`src/rtl/alu_pkg.sv`:
```
// alu_pkg: shared ALU widths and the result-stage entry layout
package alu_pkg;
  localparam int ALU_DATA_W = 32;
  localparam int ALU_OP_W = 4;
  typedef struct packed {
    logic [ALU_OP_W-1:0] op;
    logic zero;
    logic [ALU_DATA_W-1:0] result;
  } alu_res_t;
endpackage

```
`src/rtl/alu_result_stage_if.sv`:
```
// alu_result_stage_if: ALU-side and writeback-side valid/ready channels of the result stage
interface alu_result_stage_if
  import alu_pkg::*;
#(
  parameter int DATA_W = ALU_DATA_W,
  parameter int OP_W = ALU_OP_W
);
  logic in_valid;
  logic in_ready;
  logic [DATA_W-1:0] in_result;
  logic in_zero;
  logic [OP_W-1:0] in_op;
  logic out_valid;
  logic out_ready;
  logic [DATA_W-1:0] out_result;
  logic out_zero;
  logic [OP_W-1:0] out_op;
  modport master (
    output in_valid, in_result, in_zero, in_op, out_ready,
    input in_ready, out_valid, out_result, out_zero, out_op
  );
  modport slave (
    input in_valid, in_result, in_zero, in_op, out_ready,
    output in_ready, out_valid, out_result, out_zero, out_op
  );
endinterface

```
`src/rtl/alu_res_fifo.sv`:
```
// alu_res_fifo: reset-cleared storage FIFO with registered pointers and occupancy count
module alu_res_fifo
  import alu_pkg::*;
#(
  parameter int DEPTH = 4,
  parameter int W = $bits(alu_res_t)
) (
  input  logic clk,
  input  logic rst,
  input  logic push_i,
  input  logic pop_i,
  input  logic [W-1:0] wdata_i,
  output logic [W-1:0] rdata_o,
  output logic [$clog2(DEPTH):0] count_o
);
  localparam int AW = $clog2(DEPTH);
  localparam int CW = AW + 1;
  logic [W-1:0] mem_q [DEPTH];
  logic [AW-1:0] wr_ptr_q, rd_ptr_q;
  logic [CW-1:0] count_q, count_d;
  always_comb count_d = count_q + CW'(push_i) - CW'(pop_i);
  // pointers wrap naturally because DEPTH is a power of two
  always_ff @(posedge clk or posedge rst) begin
    if (rst) begin
      mem_q <= '{default: '0};
      wr_ptr_q <= '0;
      rd_ptr_q <= '0;
      count_q <= '0;
    end else begin
      if (push_i) begin
        mem_q[wr_ptr_q] <= wdata_i;
        wr_ptr_q <= wr_ptr_q + 1'b1;
      end
      if (pop_i) rd_ptr_q <= rd_ptr_q + 1'b1;
      count_q <= count_d;
    end
  end
  assign rdata_o = mem_q[rd_ptr_q];
  assign count_o = count_q;
endmodule

```
`src/rtl/alu_result_stage.sv`:
```
// alu_result_stage: ALU result FIFO with forwarding copy; optional zero-result counter under ALU_ZERO_CNT_EN
module alu_result_stage
  import alu_pkg::*;
#(
  parameter int DEPTH = 4,
  parameter int DATA_W = ALU_DATA_W,
  parameter int OP_W = ALU_OP_W
) (
  input  logic clk,
  input  logic rst,
  alu_result_stage_if.slave bus,
  output logic [$clog2(DEPTH):0] count_o,
  output logic [DATA_W-1:0] fwd_result_o,
  output logic fwd_zero_o
`ifdef ALU_ZERO_CNT_EN
  ,
  output logic [15:0] zero_cnt_o
`endif
);
  localparam int W = OP_W + 1 + DATA_W;
  localparam int CW = $clog2(DEPTH) + 1;
  logic push, pop;
  logic [W-1:0] head;
  logic [DATA_W-1:0] fwd_result_q, fwd_result_d;
  logic fwd_zero_q, fwd_zero_d;
  // handshake readiness comes from the registered count only
  assign bus.in_ready = count_o != CW'(DEPTH);
  assign bus.out_valid = count_o != '0;
  assign push = bus.in_valid && bus.in_ready;
  assign pop = bus.out_valid && bus.out_ready;
  assign {bus.out_op, bus.out_zero, bus.out_result} = head;
  alu_res_fifo #(.DEPTH(DEPTH), .W(W)) u_fifo (
    .clk(clk),
    .rst(rst),
    .push_i(push),
    .pop_i(pop),
    .wdata_i({bus.in_op, bus.in_zero, bus.in_result}),
    .rdata_o(head),
    .count_o(count_o)
  );
  always_comb begin
    fwd_result_d = push ? bus.in_result : fwd_result_q;
    fwd_zero_d = push ? bus.in_zero : fwd_zero_q;
  end
  always_ff @(posedge clk or posedge rst) begin
    if (rst) begin
      fwd_result_q <= '0;
      fwd_zero_q <= 1'b0;
    end else begin
      fwd_result_q <= fwd_result_d;
      fwd_zero_q <= fwd_zero_d;
    end
  end
  assign fwd_result_o = fwd_result_q;
  assign fwd_zero_o = fwd_zero_q;
`ifdef ALU_ZERO_CNT_EN
  logic [15:0] zero_cnt_q, zero_cnt_d;
  always_comb zero_cnt_d = (push && bus.in_zero && zero_cnt_q != 16'hFFFF) ? zero_cnt_q + 16'd1 : zero_cnt_q;
  always_ff @(posedge clk or posedge rst) begin
    if (rst) zero_cnt_q <= '0;
    else zero_cnt_q <= zero_cnt_d;
  end
  assign zero_cnt_o = zero_cnt_q;
`endif
endmodule

```
`src/flat_wrapper.sv`:
```
// flat-port wrapper written by rule: the top's interface ports become plain ports
module alu_result_stage_flat import alu_pkg::*;
#(
  parameter int DEPTH = 4,
  parameter int DATA_W = ALU_DATA_W,
  parameter int OP_W = ALU_OP_W
)
  (clk, rst, count_o, fwd_result_o, fwd_zero_o, bus_in_valid, bus_in_result, bus_in_zero, bus_in_op, bus_out_ready, bus_in_ready, bus_out_valid, bus_out_result, bus_out_zero, bus_out_op);
  alu_result_stage_if #(.DATA_W(DATA_W), .OP_W(OP_W)) bus_i ();
  input  logic clk;
  input  logic rst;
  output logic [$clog2(DEPTH):0] count_o;
  output logic [DATA_W-1:0] fwd_result_o;
  output logic fwd_zero_o;
  input wire logic [$bits(bus_i.in_valid)-1:0] bus_in_valid;
  input wire logic [$bits(bus_i.in_result)-1:0] bus_in_result;
  input wire logic [$bits(bus_i.in_zero)-1:0] bus_in_zero;
  input wire logic [$bits(bus_i.in_op)-1:0] bus_in_op;
  input wire logic [$bits(bus_i.out_ready)-1:0] bus_out_ready;
  output wire logic [$bits(bus_i.in_ready)-1:0] bus_in_ready;
  output wire logic [$bits(bus_i.out_valid)-1:0] bus_out_valid;
  output wire logic [$bits(bus_i.out_result)-1:0] bus_out_result;
  output wire logic [$bits(bus_i.out_zero)-1:0] bus_out_zero;
  output wire logic [$bits(bus_i.out_op)-1:0] bus_out_op;
  assign bus_i.in_valid = bus_in_valid;
  assign bus_i.in_result = bus_in_result;
  assign bus_i.in_zero = bus_in_zero;
  assign bus_i.in_op = bus_in_op;
  assign bus_i.out_ready = bus_out_ready;
  assign bus_in_ready = bus_i.in_ready;
  assign bus_out_valid = bus_i.out_valid;
  assign bus_out_result = bus_i.out_result;
  assign bus_out_zero = bus_i.out_zero;
  assign bus_out_op = bus_i.out_op;
  alu_result_stage #(.DEPTH(DEPTH), .DATA_W(DATA_W), .OP_W(OP_W)) u_core (.clk(clk), .rst(rst), .bus(bus_i), .count_o(count_o), .fwd_result_o(fwd_result_o), .fwd_zero_o(fwd_zero_o));
endmodule
```
`config.mk`:
```
export PLATFORM = sky130hd
export DESIGN_NAME = alu_result_stage_flat
export DESIGN_NICKNAME = d
export VERILOG_FILES = /design/src/rtl/alu_pkg.sv /design/src/rtl/alu_result_stage_if.sv /design/src/rtl/alu_res_fifo.sv /design/src/rtl/alu_result_stage.sv /design/src/flat_wrapper.sv
export SDC_FILE = /design/constraint.sdc
export NUM_CORES = 1
export LEC_CHECK = 0
export BUFFER_PORTS_ARGS = -buffer_cell sky130_fd_sc_hd__buf_2
export CAP_MARGIN = 20
export CORE_MARGIN = 5
export CORE_UTILIZATION = 58
export DETAILED_ROUTE_END_ITERATION = 10
export PLACE_DENSITY = 0.8
export SLEW_MARGIN = 5
export SYNTH_ARGS = -nofsm -noshare
export SYNTH_HDL_FRONTEND = slang
export SYNTH_HIERARCHICAL = 1
export SYNTH_SLANG_ARGS = --single-unit
```
`constraint.sdc`:
```
create_clock -name clk -period 6.15 [get_ports clk]
set_clock_uncertainty 0.15 [all_clocks]
set_input_delay 0.3075 -clock clk [delete_from_list [all_inputs] [get_ports clk]]
set_output_delay 0.3075 -clock clk [all_outputs]
set_load 0.05 [all_outputs]
```
==> metrics.txt, run 1 <==
# TYPE chip_impl_metric gauge
chip_impl_metric{name="synth_warnings",unit=""} 6
chip_impl_info{name="startpoint",value="u_core/u_fifo/count_o[0]$_DFF_PP0_"} 1
chip_impl_metric{name="grt_remaining_overflow",unit=""} 0
chip_impl_metric{name="tritoncts_num_sinks",unit=""} 188
chip_impl_metric{name="post_cts.repair.setup_buffers",unit=""} 0
chip_impl_metric{name="clock.fmax",unit="GHz"} 0.347
chip_impl_metric{name="finalSetupViolCount",unit=""} 0
chip_impl_metric{name="timing.final.crit_period",unit="ns"} 2.88
chip_impl_metric{name="post_drt_wl_per_cell",unit="um"} 22.2
chip_impl_metric{name="die_h",unit="um"} 137
chip_impl_metric{name="vias_after_detailed_routing",unit=""} 5375
chip_impl_metric{name="detailed_place_hpwl",unit="um"} 12400
chip_impl_metric{name="synth-compound-area-share",unit=""} 0.0271
chip_impl_info{name="r2r_start",value="u_core/u_fifo/count_o[0]$_DFF_PP0_"} 1
chip_impl_metric{name="clk_path_buf_depth",unit=""} 2
chip_impl_metric{name="remaining_drc_errors",unit=""} 0
chip_impl_metric{name="final_cell_area",unit="mm2"} 0.0105
chip_impl_metric{name="hold_ws",unit="ns"} 0.0214
chip_impl_metric{name="critPathRequiredTime",unit="ns"} 6.31
chip_impl_metric{name="cp_slowest_stage_delay",unit="ns"} 0.72
chip_impl_metric{name="growth_of_design_area_from_synthesis_to_finish",unit="%"} 12.4
chip_impl_metric{name="num-nets-final",unit=""} 733
chip_impl_metric{name="synth_adder_area_share",unit=""} 0.0102
chip_impl_info{name="crit_path_cell_trace",value="buf_4, nor3b_4, and2b_1, inv_1, ha_1, inv_1, ha_1, fa_1, xnor2_1"} 1
chip_impl_metric{name="placeableCoreArea",unit="mm2"} 0.0158
chip_impl_metric{name="arrival_worst_endpoint",unit="ns"} 3.04
chip_impl_info{name="rsz0062_at_grt",value="false"} 1
chip_impl_metric{name="die_width",unit="um"} 137
chip_impl_metric{name="dr.pass1.iters",unit=""} 6
chip_impl_metric{name="synth-simple-area-share",unit=""} 0.0889
chip_impl_metric{name="synthXorXnorAreaFrac",unit=""} 0.00470
chip_impl_metric{name="gr-usage-all-layers",unit=""} 0.227
chip_impl_metric{name="drive_above_1_share",unit=""} 0.500
chip_impl_info{name="cell_with_the_largest_stage_delay_on_the_worst_path",value="sky130_fd_sc_hd__and2b_1"} 1
chip_impl_info{name="critPathKind",value="reg2reg"} 1
chip_impl_metric{name="drt.antenna.violating_nets",unit=""} 0
chip_impl_metric{name="route.final.wire_length",unit="um"} 20300
chip_impl_metric{name="floorplan.io_pins",unit=""} 116
chip_impl_info{name="dominant_combinational_cell_family_by_area_after_synthesis",value="multiplexers"} 1
chip_impl_metric{name="post_synthesis_instance_area",unit="mm2"} 0.00932
chip_impl_info{name="clockRootBuffer",value="sky130_fd_sc_hd__clkbuf_16"} 1
chip_impl_metric{name="cap_violations",unit=""} 0
chip_impl_metric{name="grt_max_degree",unit=""} 82
chip_impl_metric{name="dpl_cell_area",unit="mm2"} 0.00983
chip_impl_metric{name="slew_violations",unit=""} 0
chip_impl_metric{name="cts.htree.levels",unit=""} 4
chip_impl_metric{name="first_iter_violations",unit=""} 314
chip_impl_metric{name="numCtsBuffers",unit=""} 17
chip_impl_metric{name="initial_antenna_violation_count",unit=""} 0
chip_impl_metric{name="maxSlewHeadroom",unit=""} 0.465
chip_impl_metric{name="register_bit_total_from_synthesis",unit=""} 188
chip_impl_metric{name="hold_viol_final",unit=""} 0
chip_impl_metric{name="synth_cell_types",unit=""} 24
chip_impl_metric{name="ys_seq_area_frac",unit=""} 0.505
chip_impl_metric{name="die-area",unit="mm2"} 0.0187
chip_impl_metric{name="layout_worst_path_cycle_share",unit=""} 0.468
chip_impl_metric{name="path_clk_slew",unit="ns"} 0.06
chip_impl_metric{name="initial_utilization",unit=""} 0.589
chip_impl_metric{name="grt_first_pass_wirelength",unit="um"} 32400
chip_impl_metric{name="gp_congestion",unit=""} 0.766
chip_impl_metric{name="via_per_inst",unit=""} 5.88
chip_impl_info{name="hold_path_origin",value="bus_in_op[2]"} 1
chip_impl_metric{name="postSynthNetCount",unit=""} 625
chip_impl_info{name="hold_class",value="in2reg"} 1
chip_impl_info{name="run_status",value="finished clean"} 1
chip_impl_metric{name="actual_transition_at_the_worst_max_transition_pin",unit="ns"} 0.803
chip_impl_info{name="endpoint_kind",value="register"} 1
chip_impl_metric{name="io_buffer_count",unit=""} 115
chip_impl_metric{name="vias_in_the_first_global_route",unit=""} 5780
chip_impl_metric{name="yosys-mux-area-fraction",unit=""} 0.317
chip_impl_metric{name="insertedDiodeCount",unit=""} 0
chip_impl_metric{name="final.fill_count",unit=""} 1110
chip_impl_metric{name="clk_latency",unit="ns"} 0.42
chip_impl_metric{name="std_cell_rows",unit=""} 46
chip_impl_metric{name="critPathMaxFanout",unit=""} 37
chip_impl_info{name="cp-start-kind",value="register"} 1
chip_impl_metric{name="syn-mean-instance-area",unit="um2"} 16.1
chip_impl_info{name="tritoncts",value="yes"} 1
chip_impl_metric{name="tns",unit="ns"} 0
chip_impl_metric{name="synthesis.instances",unit=""} 577
## synth_stat cells
library cell | instances | area [um2]
sky130_fd_sc_hd__ha_1 | 6 | 75.1
sky130_fd_sc_hd__mux4_2 | 37 | 833
sky130_fd_sc_hd__nand2_8 | 4 | 80.1
sky130_fd_sc_hd__dfrtp_1 | 188 | 4700
sky130_fd_sc_hd__mux2_2 | 28 | 315
sky130_fd_sc_hd__o211ai_1 | 33 | 248
sky130_fd_sc_hd__buf_6 | 4 | 45.0
sky130_fd_sc_hd__and2_1 | 1 | 6.26
sky130_fd_sc_hd__fa_1 | 1 | 20.0
sky130_fd_sc_hd__buf_4 | 7 | 52.6
sky130_fd_sc_hd__nand2b_1 | 33 | 206
sky130_fd_sc_hd__xnor2_1 | 2 | 17.5
sky130_fd_sc_hd__nand2_1 | 35 | 131
sky130_fd_sc_hd__and2b_1 | 1 | 7.51
sky130_fd_sc_hd__nand4bb_1 | 33 | 372
sky130_fd_sc_hd__or3_1 | 1 | 6.26
sky130_fd_sc_hd__inv_1 | 9 | 33.8
sky130_fd_sc_hd__xor2_1 | 3 | 26.3
sky130_fd_sc_hd__clkbuf_1 | 11 | 41.3
sky130_fd_sc_hd__mux2_4 | 120 | 1800
sky130_fd_sc_hd__buf_12 | 12 | 240
sky130_fd_sc_hd__o21ai_0 | 1 | 5.00
sky130_fd_sc_hd__nor3b_4 | 1 | 18.8
sky130_fd_sc_hd__buf_2 | 6 | 30.0
## registers in the layout, indices dropped and copies added (netlist names)
| register | flops |
|---|---|
| u_core/u_fifo/wr_ptr_q | 2 |
| u_core/u_fifo/mem_q | 148 |
| u_core/fwd_result_o | 32 |
| u_core/fwd_zero_o | 1 |
| u_core/u_fifo/count_o | 3 |
| u_core/u_fifo/rd_ptr_q | 2 |
## cell usage in the layout, fill, tap and decap left out, types with 2 or more instances in the layout
cell type                       instances
sky130_fd_sc_hd__buf_2                115
sky130_fd_sc_hd__buf_4                  9
sky130_fd_sc_hd__bufinv_16              2
sky130_fd_sc_hd__clkbuf_16             17
sky130_fd_sc_hd__clkinv_2               3
sky130_fd_sc_hd__clkinv_4               5
sky130_fd_sc_hd__clkinvlp_4             4
sky130_fd_sc_hd__dfrtp_1              186
sky130_fd_sc_hd__dfrtp_2                2
sky130_fd_sc_hd__dlygate4sd3_1          4
sky130_fd_sc_hd__ha_1                   6
sky130_fd_sc_hd__inv_1                  8
sky130_fd_sc_hd__mux2_2                28
sky130_fd_sc_hd__mux2_4               120
sky130_fd_sc_hd__mux4_2                37
sky130_fd_sc_hd__nand2_1               35
sky130_fd_sc_hd__nand2_8                4
sky130_fd_sc_hd__nand2b_1              33
sky130_fd_sc_hd__nand4bb_1             33
sky130_fd_sc_hd__o211ai_1              33
sky130_fd_sc_hd__xnor2_1                2
sky130_fd_sc_hd__xor2_1                 3
## kinds of logic after synthesis
logic type               count (synthesis)
flip-flops                             188
multiplexers                           185
AND/OR/NAND/NOR                        109
buffers and inverters                   49
AO/OA/AOI/OAI                           34
adder cells (fa/ha/maj)                  7
XOR/XNOR                                 5
## worst max-delay path, delay by kind of cell (launching register included)
kind	cells	cell delay [ns]
xor+xnor	1	0.13
simple gates	2	0.80
flops	1	0.33
buf+inv	3	0.49
fa+ha+maj	3	0.87
## final timing paths
check / endpoint / slack [ns] / cells past startpoint
setup reg to reg: u_core/u_fifo/count_o[2]$_DFF_PP0_ / 3.27 / 9
setup / recovery: u_core/u_fifo/count_o[2]$_DFF_PP0_ / 3.27 / 9
hold reg to reg: u_core/u_fifo/mem_q[35]$_DFFE_PP0P_ / 0.35 / 1
min in group asynchronous: u_core/u_fifo/mem_q[101]$_DFFE_PP0P_ / 0.41 / 3
max in group asynchronous: u_core/u_fifo/rd_ptr_q[0]$_DFFE_PP0P_ / 4.30 / 5
hold / removal: u_core/u_fifo/mem_q[35]$_DFFE_PP0P_ / 0.02 / 2
## final cells by class
| cell class | instances | area (um2) | area share |
|---|---|---|---|
| Clock buffer | 18 | 429 | 0.0410 |
| Clock inverter | 14 | 149 | 0.0142 |
| Inverter | 9 | 38.8 | 0.00370 |
| Multi-Input combinational cell | 340 | 4170 | 0.398 |
| Sequential cell | 188 | 4710 | 0.449 |
| Tap cell | 216 | 270 | 0.0258 |
| Timing Repair Buffer | 129 | 711 | 0.0678 |
## through the flow
| stage | utilization | cells | worst slack, ns |
|---|---|---|---|
| final | 0.662 | 914 | 3.27 |
| after floorplan | - | 577 | 1.51 |
| after global placement | 0.621 | 877 | 3.20 |
| after detailed placement | 0.621 | 877 | 3.12 |
| after CTS | 0.660 | 913 | 3.22 |
| after global routing | 0.662 | 914 | 3.09 |
## layer usage
metal / GRT usage / vias up / wire length, um
met2: 0.370 / 161 / 10100
met5: 0 / - / 0
met3: 0.0673 / 16 / 1290
met1: 0.306 / 2869 / 8730
met4: 0.0498 / 0 / 142
li1: - / 2329 / -
## what timing repair did
action / CTS / global route
endpoints found under the hold margin: 115 / 0
resized for setup: 0 / 0
hold buffers: 4 / 0
Power of run 1 is left out: the tool's default activity adds up to more than one toggle a clock period on the data nets, which glitch-free logic cannot reach.
==> inputs of run 2 (changes only) <==
Clock period 6.15 ns to 2.8 ns, I/O delays scaled along.
==> run 2 against run 1 <==
Cell count up 4.5%; routed wire length increased by 1.2%; die area did not move; critical path type is now reg2out; design area up 4.5%; critical endpoint is now bus_out_result[13]; highest routed layer unchanged; sequential share of layout area is 1.9 points lower; setup slack worse by 2.9 ns; via count up 2.6%; hold slack gained 0.015 ns; count of clock-buffer cells in the layout is 4 higher; register-to-register slack worse by 2.8 ns; first-iteration DRC count up 35%.
==> metrics.txt, run 2 (same netlist as run 1, synthesis figures left out) <==
# TYPE chip_impl_metric gauge
chip_impl_metric{name="vias_after_detailed_routing",unit=""} 5516
chip_impl_info{name="top_register",value="u_core/u_fifo/mem_q"} 1
chip_impl_metric{name="layout_worst_path_cycle_share",unit=""} 0.880
chip_impl_metric{name="timing.final.crit_period",unit="ns"} 2.46
chip_impl_metric{name="post_cts.repair.setup_buffers",unit=""} 0
chip_impl_metric{name="clk_path_buf_depth",unit=""} 2
chip_impl_metric{name="remaining_drc_errors",unit=""} 0
chip_impl_metric{name="die_width",unit="um"} 137
chip_impl_metric{name="drt.antenna.violating_nets",unit=""} 0
chip_impl_metric{name="cts_resized",unit=""} 0
chip_impl_info{name="critPathKind",value="reg2out"} 1
chip_impl_metric{name="cp_slowest_stage_delay",unit="ns"} 0.68
chip_impl_metric{name="gr-usage-all-layers",unit=""} 0.228
chip_impl_metric{name="growth_of_design_area_from_synthesis_to_finish",unit="%"} 17.5
chip_impl_metric{name="initial_antenna_violation_count",unit=""} 0
chip_impl_metric{name="arrival_worst_endpoint",unit="ns"} 2.17
chip_impl_metric{name="grt_remaining_overflow",unit=""} 0
chip_impl_metric{name="number_of_flip_flops_under_the_largest_register_name",unit=""} 148
chip_impl_metric{name="floorplan.io_pins",unit=""} 116
chip_impl_info{name="endpoint_kind",value="output pin"} 1
chip_impl_metric{name="slew_violations",unit=""} 0
chip_impl_metric{name="drive_above_1_share",unit=""} 0.484
chip_impl_metric{name="first_iter_violations",unit=""} 425
chip_impl_info{name="layout_commonest_cell",value="sky130_fd_sc_hd__dfrtp_1"} 1
chip_impl_metric{name="io_buffer_count",unit=""} 115
chip_impl_metric{name="die_h",unit="um"} 137
chip_impl_metric{name="placeableCoreArea",unit="mm2"} 0.0158
chip_impl_metric{name="actual_transition_at_the_worst_max_transition_pin",unit="ns"} 0.813
chip_impl_metric{name="insertedDiodeCount",unit=""} 0
chip_impl_info{name="critPathTopFamily",value="flip-flops"} 1
chip_impl_info{name="commonest_cells_after_routing_fill_and_taps_aside",value="sky130_fd_sc_hd__dfrtp_1 (185), sky130_fd_sc_hd__mux2_4 (120), sky130_fd_sc_hd__buf_2 (115)"} 1
chip_impl_metric{name="clk_latency",unit="ns"} 0.43
chip_impl_metric{name="layoutNonFillerInstCount",unit=""} 955
chip_impl_info{name="crit_path_cell_trace",value="buf_4, mux4_2, buf_2"} 1
chip_impl_metric{name="worst-r2r-cell-count",unit=""} 6
chip_impl_info{name="whs_endpoint",value="u_core/u_fifo/rd_ptr_q[0]$_DFFE_PP0P_"} 1
chip_impl_metric{name="finalSetupViolCount",unit=""} 0
chip_impl_metric{name="path_clk_slew",unit="ns"} 0.07
chip_impl_metric{name="tritoncts_num_sinks",unit=""} 188
chip_impl_metric{name="initial_utilization",unit=""} 0.589
chip_impl_info{name="clockRootBuffer",value="sky130_fd_sc_hd__clkbuf_16"} 1
chip_impl_metric{name="route.final.wire_length",unit="um"} 20500
chip_impl_metric{name="critPathRequiredTime",unit="ns"} 2.51
chip_impl_metric{name="numCtsBuffers",unit=""} 17
chip_impl_metric{name="std_cell_rows",unit=""} 46
chip_impl_info{name="cp-start-kind",value="register"} 1
chip_impl_metric{name="dr.pass1.iters",unit=""} 4
chip_impl_info{name="hold_class",value="in2reg"} 1
chip_impl_metric{name="cap_violations",unit=""} 0
chip_impl_info{name="run_status",value="finished clean"} 1
chip_impl_metric{name="maxSlewHeadroom",unit=""} 0.458
chip_impl_metric{name="die-area",unit="mm2"} 0.0187
chip_impl_metric{name="post_drt_wl_per_cell",unit="um"} 21.5
chip_impl_info{name="cell_with_the_largest_stage_delay_on_the_worst_path",value="sky130_fd_sc_hd__dfrtp_2"} 1
chip_impl_metric{name="clock.fmax",unit="GHz"} 0.406
chip_impl_metric{name="reg2reg_setup_slack",unit="ns"} 0.48
chip_impl_info{name="hold_path_origin",value="bus_out_ready"} 1
chip_impl_metric{name="gp_congestion",unit=""} 0.772
chip_impl_metric{name="cts.htree.levels",unit=""} 4
chip_impl_metric{name="hold_viol_final",unit=""} 0
chip_impl_metric{name="vias_in_the_first_global_route",unit=""} 5819
chip_impl_metric{name="grt_first_pass_wirelength",unit="um"} 32500
chip_impl_info{name="tritoncts",value="yes"} 1
chip_impl_metric{name="via_per_inst",unit=""} 5.78
chip_impl_info{name="reg2reg_to",value="u_core/u_fifo/mem_q[142]$_DFFE_PP0P_"} 1
chip_impl_info{name="r2r_start",value="u_core/u_fifo/count_o[1]$_DFF_PP0_"} 1
chip_impl_metric{name="final.fill_count",unit=""} 1047
chip_impl_metric{name="num-nets-final",unit=""} 774
chip_impl_metric{name="cp.buffers_inverters",unit=""} 2
chip_impl_metric{name="grt_max_degree",unit=""} 156
chip_impl_metric{name="whs_path_depth",unit=""} 3
chip_impl_info{name="rsz0062_at_grt",value="false"} 1
chip_impl_metric{name="tns",unit="ns"} 0
chip_impl_metric{name="placedCellCount",unit=""} 885
chip_impl_metric{name="hold_buffers",unit=""} 38
chip_impl_metric{name="critPathMaxFanout",unit=""} 14
chip_impl_metric{name="detailed_place_hpwl",unit="um"} 12700
==> run 2: cell types whose count changed in the layout (fill, tap and decap cells not counted), moves of 2 or more <==
cell / before / now
sky130_fd_sc_hd__buf_12: 0 / 2
sky130_fd_sc_hd__clkinv_4: 5 / 1
sky130_fd_sc_hd__buf_4: 9 / 15
sky130_fd_sc_hd__clkbuf_8: 0 / 4
sky130_fd_sc_hd__bufinv_16: 2 / 4
sky130_fd_sc_hd__dlygate4sd3_1: 4 / 38
==> run 2: how the worst max path moves through the flow <==
stage / startpoint / to / depth (start not counted)
floorplan: u_core/u_fifo/count_o[1]$_DFF_PP0_ / u_core/u_fifo/count_o[2]$_DFF_PP0_ / 7
global placement: u_core/u_fifo/count_o[1]$_DFF_PP0_ / u_core/u_fifo/mem_q[108]$_DFFE_PP0P_ / 6
detailed placement: u_core/u_fifo/count_o[1]$_DFF_PP0_ / u_core/u_fifo/mem_q[144]$_DFFE_PP0P_ / 6
CTS: u_core/u_fifo/rd_ptr_q[0]$_DFFE_PP0P_ / bus_out_result[23] / 3
global route: u_core/u_fifo/rd_ptr_q[0]$_DFFE_PP0P_ / bus_out_result[20] / 3
finish: u_core/u_fifo/rd_ptr_q[0]$_DFFE_PP0P_ / bus_out_result[13] / 3
==> run 2: routing by layer <==
metal / global-route usage / share of wire / up-vias / wire [um]
li1: - / - / 2422 / -
met1: 0.326 / 0.45 / 2898 / 9270
met2: 0.354 / 0.48 / 169 / 9750
met3: 0.0441 / 0.056 / 27 / 1150
met4: 0.0773 / 0.017 / 0 / 356
met5: 0 / 0 / - / 0
==> run 2: final cells by class <==
cell class,instances,area (um2),share of cell area
flip-flops and latches,188,4710,0.430
inverters,9,37.5,0.00343
clock buffers,22,484,0.0442
repair buffers,170,1110,0.101
well taps,216,270,0.0247
multi-input cells,340,4180,0.381
clock inverters,10,161,0.0147
==> run 2: worst min-delay path, cell delays in order <==
cell	delay, ns
sky130_fd_sc_hd__buf_2	0.11
sky130_fd_sc_hd__and2_1	0.22
sky130_fd_sc_hd__xor2_1	0.10
==> run 2: through the flow <==
step / hold slack [ns] / area [um2] / util / setup slack, ns
2_1_floorplan: 0.119 / 9330 / - / 0.116
3_3_place_gp: 0.153 / 9920 / 0.627 / 0.553
3_5_place_dp: 0.179 / 9920 / 0.627 / 0.498
4_1_cts: 0.00773 / 10900 / 0.692 / 0.304
5_1_grt: 0.0372 / 10900 / 0.692 / 0.244
6_report: 0.0364 / 10900 / 0.692 / 0.335
Power of run 2 is left out for the same reason.
==> inputs of run 3 (changes only) <==
Settings changed: CORE_MARGIN 5 to default, CTS_CLUSTER_DIAMETER from default to 120.
==> run 3 against run 2 <==
Via count shrank 1.0%; global-route usage grew 3.1 points; die area down 11%; maximum frequency up 2.9%; design area decreased by 0.70%; first-iteration DRC count is 14% lower; routed wire length fell by 3.1%; non-clock buffer count unchanged; count of clock-buffer cells in the layout is 1 higher; hold slack better by 0.21 ns; sequential share of layout area grew 0.30 points.
==> metrics.txt, run 3 (same netlist as run 1, synthesis figures left out) <==
# TYPE chip_impl_metric gauge
chip_impl_metric{name="drt.antenna.violating_nets",unit=""} 0
chip_impl_metric{name="initial_utilization",unit=""} 0.604
chip_impl_metric{name="slew_violations",unit=""} 0
chip_impl_info{name="layout_commonest_cell",value="sky130_fd_sc_hd__dfrtp_1"} 1
chip_impl_metric{name="route.final.wire_length",unit="um"} 19900
chip_impl_info{name="tritoncts",value="yes"} 1
chip_impl_metric{name="grt_first_pass_wirelength",unit="um"} 32000
chip_impl_metric{name="std_cell_rows",unit=""} 45
chip_impl_metric{name="via_per_inst",unit=""} 5.75
chip_impl_metric{name="gr-usage-all-layers",unit=""} 0.259
chip_impl_metric{name="die-area",unit="mm2"} 0.0166
chip_impl_info{name="r2r_start",value="u_core/u_fifo/count_o[2]$_DFF_PP0_"} 1
chip_impl_metric{name="critPathMaxFanout",unit=""} 11
chip_impl_info{name="endpoint_kind",value="output pin"} 1
chip_impl_metric{name="grt_remaining_overflow",unit=""} 0
chip_impl_metric{name="first_iter_violations",unit=""} 364
chip_impl_info{name="cell_with_the_largest_stage_delay_on_the_worst_path",value="sky130_fd_sc_hd__dfrtp_2"} 1
chip_impl_metric{name="clock.fmax",unit="GHz"} 0.417
chip_impl_info{name="clockRootBuffer",value="sky130_fd_sc_hd__clkbuf_16"} 1
chip_impl_metric{name="gp_congestion",unit=""} 0.738
chip_impl_info{name="crit_path_cell_trace",value="buf_4, mux4_2, buf_2"} 1
chip_impl_metric{name="vias_after_detailed_routing",unit=""} 5459
chip_impl_metric{name="timing.final.crit_period",unit="ns"} 2.40
chip_impl_metric{name="grt_max_degree",unit=""} 67
chip_impl_metric{name="arrival_worst_endpoint",unit="ns"} 2.11
chip_impl_info{name="critPathTopFamily",value="flip-flops"} 1
chip_impl_info{name="hold_path_origin",value="bus_in_valid"} 1
chip_impl_info{name="commonest_cells_after_routing_fill_and_taps_aside",value="sky130_fd_sc_hd__dfrtp_1 (185), sky130_fd_sc_hd__mux2_4 (120), sky130_fd_sc_hd__buf_2 (115)"} 1
chip_impl_metric{name="maxSlewHeadroom",unit=""} 0.378
chip_impl_metric{name="detailed_place_hpwl",unit="um"} 12400
chip_impl_metric{name="cap_violations",unit=""} 0
chip_impl_metric{name="cts_resized",unit=""} 0
chip_impl_metric{name="number_of_flip_flops_under_the_largest_register_name",unit=""} 148
chip_impl_metric{name="actual_transition_at_the_worst_max_transition_pin",unit="ns"} 0.931
chip_impl_metric{name="tritoncts_num_sinks",unit=""} 188
chip_impl_metric{name="path_clk_slew",unit="ns"} 0.06
chip_impl_metric{name="growth_of_design_area_from_synthesis_to_finish",unit="%"} 16.7
chip_impl_info{name="top_register",value="u_core/u_fifo/mem_q"} 1
chip_impl_metric{name="floorplan.io_pins",unit=""} 116
chip_impl_metric{name="clk_path_buf_depth",unit=""} 2
chip_impl_metric{name="io_buffer_count",unit=""} 115
chip_impl_metric{name="insertedDiodeCount",unit=""} 0
chip_impl_metric{name="post_drt_wl_per_cell",unit="um"} 21.0
chip_impl_metric{name="die_width",unit="um"} 129
chip_impl_metric{name="num-nets-final",unit=""} 774
chip_impl_metric{name="numCtsBuffers",unit=""} 17
chip_impl_metric{name="remaining_drc_errors",unit=""} 0
chip_impl_metric{name="layout_worst_path_cycle_share",unit=""} 0.856
chip_impl_metric{name="initial_antenna_violation_count",unit=""} 0
chip_impl_info{name="rsz0062_at_grt",value="false"} 1
chip_impl_metric{name="clk_latency",unit="ns"} 0.43
chip_impl_metric{name="placeableCoreArea",unit="mm2"} 0.0154
chip_impl_metric{name="dr.pass1.iters",unit=""} 4
chip_impl_info{name="critPathKind",value="reg2out"} 1
chip_impl_metric{name="final_util",unit=""} 0.705
chip_impl_info{name="run_status",value="finished clean"} 1
chip_impl_metric{name="vias_in_the_first_global_route",unit=""} 5883
chip_impl_metric{name="reg2reg_setup_slack",unit="ns"} 0.50
chip_impl_metric{name="die_h",unit="um"} 129
chip_impl_info{name="startpoint",value="u_core/u_fifo/rd_ptr_q[1]$_DFFE_PP0P_"} 1
chip_impl_metric{name="cp.buffers_inverters",unit=""} 2
chip_impl_metric{name="cts.htree.levels",unit=""} 4
chip_impl_metric{name="post_cts.repair.setup_buffers",unit=""} 0
chip_impl_metric{name="drive_above_1_share",unit=""} 0.480
chip_impl_metric{name="hold_viol_final",unit=""} 0
chip_impl_metric{name="critPathRequiredTime",unit="ns"} 2.51
chip_impl_info{name="cp-start-kind",value="register"} 1
chip_impl_metric{name="cp_slowest_stage_delay",unit="ns"} 0.59
chip_impl_metric{name="tns",unit="ns"} 0
chip_impl_metric{name="finalSetupViolCount",unit=""} 0
chip_impl_info{name="hold_class",value="in2reg"} 1
## run 3: worst register-to-register path: cells and delay by family, from the launching register on
kind,cells,cell delay (ns)
xor+xnor,1,0.18
fa+ha+maj,3,0.82
buf+inv,3,0.29
flops,1,0.42
simple gates,2,0.37
## run 3: repair_timing
action,4_1_cts,5_1_grt
endpoints found under the hold margin,254,0
setup endpoints to repair,0,0
hold buffers,39,0
## run 3: per-layer routing
layer,wire length [um],share of wire,vias up,global-route usage
li1,-,-,2415,-
met1,8990,0.45,2881,0.355
met2,9690,0.49,137,0.409
met3,871,0.044,26,0.0620
met4,340,0.017,0,0.0879
met5,0,0,-,0
## run 3: path summary, 6_finish.rpt
| path | cells past startpoint | end |
|---|---|---|
| min in group asynchronous | 3 | u_core/fwd_result_o[27]$_DFFE_PP0P_ |
| max | 3 | bus_out_result[8] |
| min | 4 | u_core/fwd_result_o[21]$_DFFE_PP0P_ |
| min reg2reg | 1 | u_core/u_fifo/mem_q[107]$_DFFE_PP0P_ |
| max reg2reg | 9 | u_core/u_fifo/count_o[2]$_DFF_PP0_ |
| max in group asynchronous | 4 | u_core/u_fifo/mem_q[136]$_DFFE_PP0P_ |
## run 3: through the flow
step / hold WS (ns) / area (um2) / setup WS (ns) / std cells
after floorplan: 0.119 / 9330 / 0.116 / 577
after global placement: 0.190 / 9920 / 0.554 / 879
after detailed placement: 0.198 / 9920 / 0.508 / 879
after CTS: 0.219 / 10900 / 0.398 / 949
after global routing: 0.262 / 10900 / 0.347 / 949
final: 0.243 / 10900 / 0.404 / 949
## run 3: final cells by class
cell class	count	area, um2
Timing Repair Buffer	170	1120
Fill cell	1059	4560
Sequential cell	188	4710
Multi-Input combinational cell	340	4180
Clock inverter	8	92.6
Tap cell	211	264
Inverter	9	37.5
Clock buffer	23	468
Power of run 3 is left out for the same reason.
